File: src/rtl/memgame_pkg.sv
// Shared definitions for the memory-match game: board geometry, field
// widths, controller state encoding and the card pairing rule. The
// upstream shuffler imports this package as well.
package memgame_pkg;

    localparam int NUM_CARDS_DEF = 20;
    localparam int NUM_PAIRS     = NUM_CARDS_DEF / 2;
    localparam int POS_W         = 5;
    localparam int ID_W          = 5;

    typedef enum logic [2:0] {
        ST_IDLE  = 3'd0,
        ST_PICK1 = 3'd1,
        ST_PICK2 = 3'd2,
        ST_SHOW  = 3'd3,
        ST_DONE  = 3'd4
    } state_e;

    // Two card IDs form a pair when they differ only in bit 0.
    function automatic logic is_pair(input logic [ID_W-1:0] a,
                                     input logic [ID_W-1:0] b);
        return (a >> 1) == (b >> 1);
    endfunction

endpackage

File: src/rtl/hold_timer.sv
// Count-down timer for the face-up hold of a mismatched pair. A start
// loads HOLD_CYCLES; done is high during the last counted cycle, so the
// consumer acts on the edge that ends exactly HOLD_CYCLES cycles after
// the start edge. clear abandons a running count.
module hold_timer #(
    parameter int HOLD_CYCLES = 50_000_000
) (
    input  logic clk,
    input  logic rst_n,
    input  logic start,
    input  logic clear,
    output logic done
);

    localparam int              CNT_W    = $clog2(HOLD_CYCLES + 1);
    localparam logic [CNT_W-1:0] LOAD_VAL = CNT_W'(HOLD_CYCLES);
    localparam logic [CNT_W-1:0] ONE      = CNT_W'(1);

    logic [CNT_W-1:0] cnt_q, cnt_d;

    // Next count: clear wins over start; an idle counter rests at zero.
    always_comb begin
        cnt_d = cnt_q;
        if (clear) begin
            cnt_d = '0;
        end else if (start) begin
            cnt_d = LOAD_VAL;
        end else if (cnt_q != '0) begin
            cnt_d = cnt_q - ONE;
        end
    end

    // Counter register.
    always_ff @(posedge clk or negedge rst_n) begin
        if (!rst_n) begin
            cnt_q <= '0;
        end else begin
            cnt_q <= cnt_d;
        end
    end

    assign done = (cnt_q == ONE);

endmodule

File: src/rtl/memory_match_ctrl.sv
// Memory-match game controller. Latches a shuffled board on load, accepts
// two selections per attempt, retires matching pairs and holds a
// mismatched pair face-up for HOLD_CYCLES before flipping it back.
module memory_match_ctrl
    import memgame_pkg::*;
#(
    parameter int NUM_CARDS   = NUM_CARDS_DEF,
    parameter int HOLD_CYCLES = 50_000_000
) (
    input  logic                            clk,
    input  logic                            rst_n,
    input  logic [NUM_CARDS-1:0][ID_W-1:0]  card_order,
    input  logic                            load,
    input  logic                            sel_valid,
    input  logic [POS_W-1:0]                sel_pos,
    output logic                            sel_ready,
    output logic [NUM_CARDS-1:0]            revealed,
    output logic [NUM_CARDS-1:0]            matched,
    output logic                            pair_ok,
    output logic                            pair_fail,
    output logic                            sel_err,
    output logic [7:0]                      move_count,
    output logic [3:0]                      pairs_found,
    output logic                            game_over
);

    localparam logic [POS_W:0] NUM_CARDS_W = (POS_W + 1)'(NUM_CARDS);
    localparam logic [3:0]     PAIRS_TOTAL = 4'(NUM_CARDS / 2);

    state_e                         state_q, state_d;
    logic [NUM_CARDS-1:0][ID_W-1:0] order_q, order_d;
    logic [POS_W-1:0]               pos1_q, pos1_d;
    logic [NUM_CARDS-1:0]           revealed_q, revealed_d;
    logic [NUM_CARDS-1:0]           matched_q, matched_d;
    logic [7:0]                     move_count_q, move_count_d;
    logic [3:0]                     pairs_found_q, pairs_found_d;
    logic                           pair_ok_q, pair_ok_d;
    logic                           pair_fail_q, pair_fail_d;
    logic                           sel_err_q, sel_err_d;
    logic                           sel_ready_q, sel_ready_d;
    logic                           game_over_q, game_over_d;

    logic sel_accept;
    logic pos_illegal;
    logic ids_pair;
    logic timer_start;
    logic timer_clear;
    logic timer_done;

    // A selection is only looked at while sel_ready is high (PICK1/PICK2).
    // Out-of-range positions short-circuit the matched lookup.
    assign sel_accept  = sel_valid && sel_ready_q;
    assign pos_illegal = ({1'b0, sel_pos} >= NUM_CARDS_W)
                      || matched_q[sel_pos]
                      || ((state_q == ST_PICK2) && (sel_pos == pos1_q));
    assign ids_pair    = is_pair(order_q[pos1_q], order_q[sel_pos]);

    hold_timer #(
        .HOLD_CYCLES (HOLD_CYCLES)
    ) u_hold_timer (
        .clk   (clk),
        .rst_n (rst_n),
        .start (timer_start),
        .clear (timer_clear),
        .done  (timer_done)
    );

    // Game FSM and datapath next-state; load overrides everything.
    always_comb begin
        // NOTE: combinational logic uses blocking '=' so later statements see
        // earlier results; every register below is updated with '<=' instead.
        // NOTE: every _d starts from its _q (or 0 for pulses) so no path
        // through the case leaves a signal unassigned and no latch is inferred.
        state_d       = state_q;
        order_d       = order_q;
        pos1_d        = pos1_q;
        revealed_d    = revealed_q;
        matched_d     = matched_q;
        move_count_d  = move_count_q;
        pairs_found_d = pairs_found_q;
        pair_ok_d     = 1'b0;
        pair_fail_d   = 1'b0;
        sel_err_d     = 1'b0;
        timer_start   = 1'b0;
        timer_clear   = 1'b0;

        if (load) begin
            order_d       = card_order;
            state_d       = ST_PICK1;
            revealed_d    = '0;
            matched_d     = '0;
            move_count_d  = '0;
            pairs_found_d = '0;
            timer_clear   = 1'b1;
        end else begin
            case (state_q)
                ST_PICK1: begin
                    if (sel_accept) begin
                        if (pos_illegal) begin
                            sel_err_d = 1'b1;
                        end else begin
                            pos1_d              = sel_pos;
                            revealed_d[sel_pos] = 1'b1;
                            state_d             = ST_PICK2;
                        end
                    end
                end

                ST_PICK2: begin
                    if (sel_accept) begin
                        if (pos_illegal) begin
                            sel_err_d = 1'b1;
                        end else begin
                            if (move_count_q != 8'hFF) begin
                                move_count_d = move_count_q + 8'd1;
                            end
                            if (ids_pair) begin
                                // The pair goes straight to matched; the
                                // second card is never shown as revealed.
                                revealed_d[pos1_q]  = 1'b0;
                                matched_d[pos1_q]   = 1'b1;
                                matched_d[sel_pos]  = 1'b1;
                                pairs_found_d       = pairs_found_q + 4'd1;
                                pair_ok_d           = 1'b1;
                                state_d = (pairs_found_q + 4'd1 == PAIRS_TOTAL)
                                          ? ST_DONE : ST_PICK1;
                            end else begin
                                revealed_d[sel_pos] = 1'b1;
                                pair_fail_d         = 1'b1;
                                timer_start         = 1'b1;
                                state_d             = ST_SHOW;
                            end
                        end
                    end
                end

                ST_SHOW: begin
                    // Only the mismatched pair is face-up here, so clearing
                    // the whole mask flips exactly those two cards back.
                    if (timer_done) begin
                        revealed_d = '0;
                        state_d    = ST_PICK1;
                    end
                end

                ST_IDLE, ST_DONE: begin
                    // Wait for load.
                end

                default: begin
                    state_d = ST_IDLE;
                end
            endcase
        end

        sel_ready_d = (state_d == ST_PICK1) || (state_d == ST_PICK2);
        game_over_d = (state_d == ST_DONE);
    end

    // Control and status registers.
    always_ff @(posedge clk or negedge rst_n) begin
        if (!rst_n) begin
            state_q       <= ST_IDLE;
            pos1_q        <= '0;
            revealed_q    <= '0;
            matched_q     <= '0;
            move_count_q  <= '0;
            pairs_found_q <= '0;
            pair_ok_q     <= 1'b0;
            pair_fail_q   <= 1'b0;
            sel_err_q     <= 1'b0;
            sel_ready_q   <= 1'b0;
            game_over_q   <= 1'b0;
        end else begin
            state_q       <= state_d;
            pos1_q        <= pos1_d;
            revealed_q    <= revealed_d;
            matched_q     <= matched_d;
            move_count_q  <= move_count_d;
            pairs_found_q <= pairs_found_d;
            pair_ok_q     <= pair_ok_d;
            pair_fail_q   <= pair_fail_d;
            sel_err_q     <= sel_err_d;
            sel_ready_q   <= sel_ready_d;
            game_over_q   <= game_over_d;
        end
    end

    // Latched board order.
    // NOTE: this data store has no reset; it is only read after a load has
    // written it, so resetting it would add reset fan-out for nothing.
    always_ff @(posedge clk) begin
        order_q <= order_d;
    end

    assign sel_ready   = sel_ready_q;
    assign revealed    = revealed_q;
    assign matched     = matched_q;
    assign pair_ok     = pair_ok_q;
    assign pair_fail   = pair_fail_q;
    assign sel_err     = sel_err_q;
    assign move_count  = move_count_q;
    assign pairs_found = pairs_found_q;
    assign game_over   = game_over_q;

endmodule

File: config.mk
export PLATFORM = sky130hd
export DESIGN_NAME = memory_match_ctrl
export DESIGN_NICKNAME = d
export VERILOG_FILES = /design/src/rtl/memgame_pkg.sv /design/src/rtl/hold_timer.sv /design/src/rtl/memory_match_ctrl.sv
export SDC_FILE = /design/constraint.sdc
export NUM_CORES = 1
export LEC_CHECK = 0
export BUFFER_PORTS_ARGS = -buffer_cell sky130_fd_sc_hd__buf_2
export CAP_MARGIN = 20
export CORE_UTILIZATION = 56
export DETAILED_ROUTE_END_ITERATION = 6
export PLACE_DENSITY = 0.8
export REMOVE_ABC_BUFFERS = 1
export SLEW_MARGIN = 10
export SYNTH_ARGS = -nofsm -noshare
export SYNTH_HDL_FRONTEND = slang
export SYNTH_HIERARCHICAL = 1
export SYNTH_SLANG_ARGS = --single-unit
File: constraint.sdc
create_clock -name clk -period 5.6 [get_ports clk]
set_input_delay 0.28 -clock clk [delete_from_list [all_inputs] [get_ports clk]]
set_output_delay 0.28 -clock clk [all_outputs]
set_load 0.05 [all_outputs]
==> results.txt <==
----------------------------------------------------
[Synth]
  Mapped Cells ... 768
  Synthesized area ... 8910 sq um
  Number of distinct standard cells referenced by the synthesized netlist ... 75
  FFs w/ async S/R, synth ... 53.22%
  Count of flip-flops with a built-in enable after synthesis ... 80
  Sequential area share after synthesis ... between 50% and 60%
  Syn_area_per_cell ... 11.60 sq um
  Synth Register Bits ... 171
  Count of warnings emitted by yosys ... 6
  Dominant register cell in the synthesized netlist ... sky130_fd_sc_hd__dfrtp_1

[Floorplanning]
  Horizontal die dimension ... roughly 130 microns
  Floorplan die area ... roughly 16000 sq um
  Core region area ... 15370 sq um
  Chip Height ... 128.1 microns
  Number of core rows ... 45
  I/O pin count ... 166
  Initial Utilization ... 57.96%

[Cells and area]
  Most common cell after layout, fill and taps aside ... sky130_fd_sc_hd__buf_2
  Post-layout instance area ... 10400 sq um
  Antenna diode instance count ... 0
  Most used cells in the layout excluding fill and tap cells ... sky130_fd_sc_hd__buf_2 (143), sky130_fd_sc_hd__dfrtp_1 (90), sky130_fd_sc_hd__edfxtp_1 (80), sky130_fd_sc_hd__nand2_1 (66), sky130_fd_sc_hd__nor2_1 (55)
  Syn-to-layout area delta ... 16.71%
  Layout Utilization ... 67.65%
  Nets@finish ... 1018
  Layout cells sized above 1 ... 26.39%

[CTS]
  Count of buffers added by post-CTS timing repair for setup ... 0
  Root Driver ... sky130_fd_sc_hd__clkbuf_16
  Clock latency on the worst-skew pair ... 440 ps
  Clock slew seen by the registers of the worst setup and hold paths ... roughly 70 ps
  CTS sink count ... 171
  Largest buffer count on any clock path ... 2
  CTS tree ... built
  Maximum level of the CTS H-tree ... 4
  Total CTS buffers ... 17

[Placement]
  IO Port Bufs ... ~150
  Placed standard-cell area ... 9668 sq um
  Pre-CTS setup slack ... 1142 ps
  HPWL Detailed ... 15.12 mm
  Placer's final routability congestion estimate ... between 0.8 and 0.9

[Routing]
  Mean number of vias per cell ... between 6 and 7
  TritonRoute pass-1 iters ... 6
  1st-iter DRT viols ... 669
  Final Routed Wirelength ... 22.26 mm
  Via count ... 7084
  Remaining DRCs ... 0
  Residual antenna-violating net count after detailed routing ... 0
  Wire per inst ... between 15 and 20 microns

[STA]
  Hold Fails Final Rpt ... 0
  Worst Setup Slack, final ... 1325 ps
  Sum of negative setup slack ... 0 ps
  Max Clock Freq ... around 230 MHz
  Worst max-slew margin expressed relative to the limit ... 24.51%
  Post-route clock period utilization ... 76.34%
  Max-slew violations ... 0
  Transition time at the pin with the least slew margin ... 1124 ps
  Count of final setup violators ... 0
  Skew final ... 6.308 ps
  Clock period minus worst slack ... 4275 ps
  Unrepaired setup endpoints after global routing ... no

[Pwr]
  Total power draw ... 4.373 mW
  IR Drop Worst-Case VDD ... 290.0 uV
  Leakage power figure ... 4.325 nW
  Cell area power density ... 420.5 nW/um^2

[Worst setup path]
  Cell Chain, Critical Path ... mux4_2, a22oi_1, nand4_1, and3_1, or4_4, or3_1, nor3b_2, buf_4, o31ai_4, nor3_1
  Critical path's slowest cell ... sky130_fd_sc_hd__dfrtp_2
  Largest stage delay, worst path ... 990 ps
  Worst Path Max Fanout ... 33
  Startpoint-to-endpoint class of the critical path ... flip-flop to flip-flop
  Worst path required time ... 5900 ps
  Arrival time of the worst setup path ... 4580 ps
  Critical path capture point type ... flip-flop
  Kind of start point of the critical path ... flip-flop

[Global routing]
  GR Overflow Total ... 0
  Via count of the first global-routing pass ... 6660
  First-pass GRT wire length ... approximately 35 mm
  Antenna violations before repair ... 0
  GR Util All Layers ... 28.43%
  Pin count of the biggest net entering global routing ... 80

[Outcome]
  Result of the run ... completed

[Worst hold path]
  Kind of path behind the tightest hold check ... input port to flip-flop

[Job]
  Number of max-cap violations ... 0

----------------------------------------------------
## layer usage
| layer | share of wire [%] | global-route usage [%] | wire length [microns] | vias to the layer above |
|---|---|---|---|---|
| met3 | 8.1 | 7.513 | 1808 | 60 |
| met1 | 42 | 38.79 | 9333 | 3430 |
| met2 | 47 | 43.25 | 10480 | 368 |
| li1 | - | - | - | 3226 |
| met4 | 2.9 | 12.04 | 638 | 0 |
| met5 | 0 | 0 | 0 | - |
## synthesized netlist by cell type (9+ instances only)
master	number	area, sq um
sky130_fd_sc_hd__nand4_1	12	75.07
sky130_fd_sc_hd__a21oi_1	36	180.2
sky130_fd_sc_hd__xor2_1	13	113.9
sky130_fd_sc_hd__nor2_1	55	206.5
sky130_fd_sc_hd__mux4_2	26	585.6
sky130_fd_sc_hd__nand2_1	66	247.7
sky130_fd_sc_hd__edfxtp_1	80	2402
sky130_fd_sc_hd__nand3_1	15	75.07
sky130_fd_sc_hd__buf_6	11	123.9
sky130_fd_sc_hd__o21ai_0	23	115.1
sky130_fd_sc_hd__nor4_1	13	81.33
sky130_fd_sc_hd__dfrtp_1	91	2277
sky130_fd_sc_hd__inv_1	13	48.80
sky130_fd_sc_hd__nor3_1	35	175.2
sky130_fd_sc_hd__buf_2	11	55.05
sky130_fd_sc_hd__a211oi_1	14	105.1
sky130_fd_sc_hd__mux2i_1	38	380.4
sky130_fd_sc_hd__clkbuf_1	22	82.58
sky130_fd_sc_hd__nand2b_1	10	62.56
sky130_fd_sc_hd__nor2b_1	12	75.07
sky130_fd_sc_hd__o22ai_1	33	206.5
sky130_fd_sc_hd__or3_1	9	56.30
## power breakdown
group / switching [mW] / internal (mW)
registers: 0.284 / 1.46
clock network: 0.519 / 0.646
logic: 0.849 / 0.612
total: 1.65 / 2.72
## worst max-delay path: cells and delay by family (launching register included)
kind | cells | cell delay, ps
DFF | 1 | 990
buffers and inverters | 1 | 230
and+or+nand+nor | 6 | 1670
muxes | 1 | 610
AOI/OAI and AO/OA | 2 | 620
## sequential cells by signal, summed over array words and instances (netlist names)
signal	cells
game_over	1
pos1_q	5
u_hold_timer/cnt_q	26
revealed	20
pair_ok	1
move_count	8
state_q	3
sel_err	1
order_q	80
pair_fail	1
pairs_found	4
sel_ready	1
matched	20
## path summary, 6_finish.rpt
kind	start	to	cells after the start	slack (ps)
max in group asynchronous	rst_n	pos1_q[0]	3	4130
worst min-delay path	card_order[81]	order_q[81]	1	10
worst min register to register	matched[3]	matched[3]	2	530
worst max-delay path	pos1_q[0]	u_hold_timer/cnt_q[19]	10	1320
min in group asynchronous	rst_n	revealed[13]	2	330
worst max register to register	pos1_q[0]	u_hold_timer/cnt_q[19]	10	1320
## layout make-up
cell class | count | area [sq um]
fillers | 1142 | 4972
well taps | 211 | 264.0
multi-input cells | 533 | 3876
clock inverters | 11 | 97.59
inverters | 13 | 48.80
clock buffers | 21 | 493.0
repair buffers | 168 | 938.4
flip-flops and latches | 171 | 4681
## logic make-up (layout without fill, tap and decap cells)
logic type      count (synthesis)  in the layout  synth area share [%]
compound gates                157            157                 11.52
xor+xnor                       20             20                 1.966
fa+ha+maj                       5              5                0.7021
buf+inv                        64            213                 4.030
flops                         171            171                 52.52
mux                            73             73                 11.98
simple gates                  278            278                 17.29
## through the flow
step	cells	hold WS (ps)
finish	1128	11.76
global route	1128	0.4683
CTS	1118	0.03733
detailed placement	1082	251.8
global placement	1082	252.9
floorplan	717	-15.59
## what timing repair did
action                    4_1_cts  5_1_grt
hold buffers                    4       10
hold endpoints to repair       37       10
resized for setup               0        0
(Power assumes the default switching activity.)
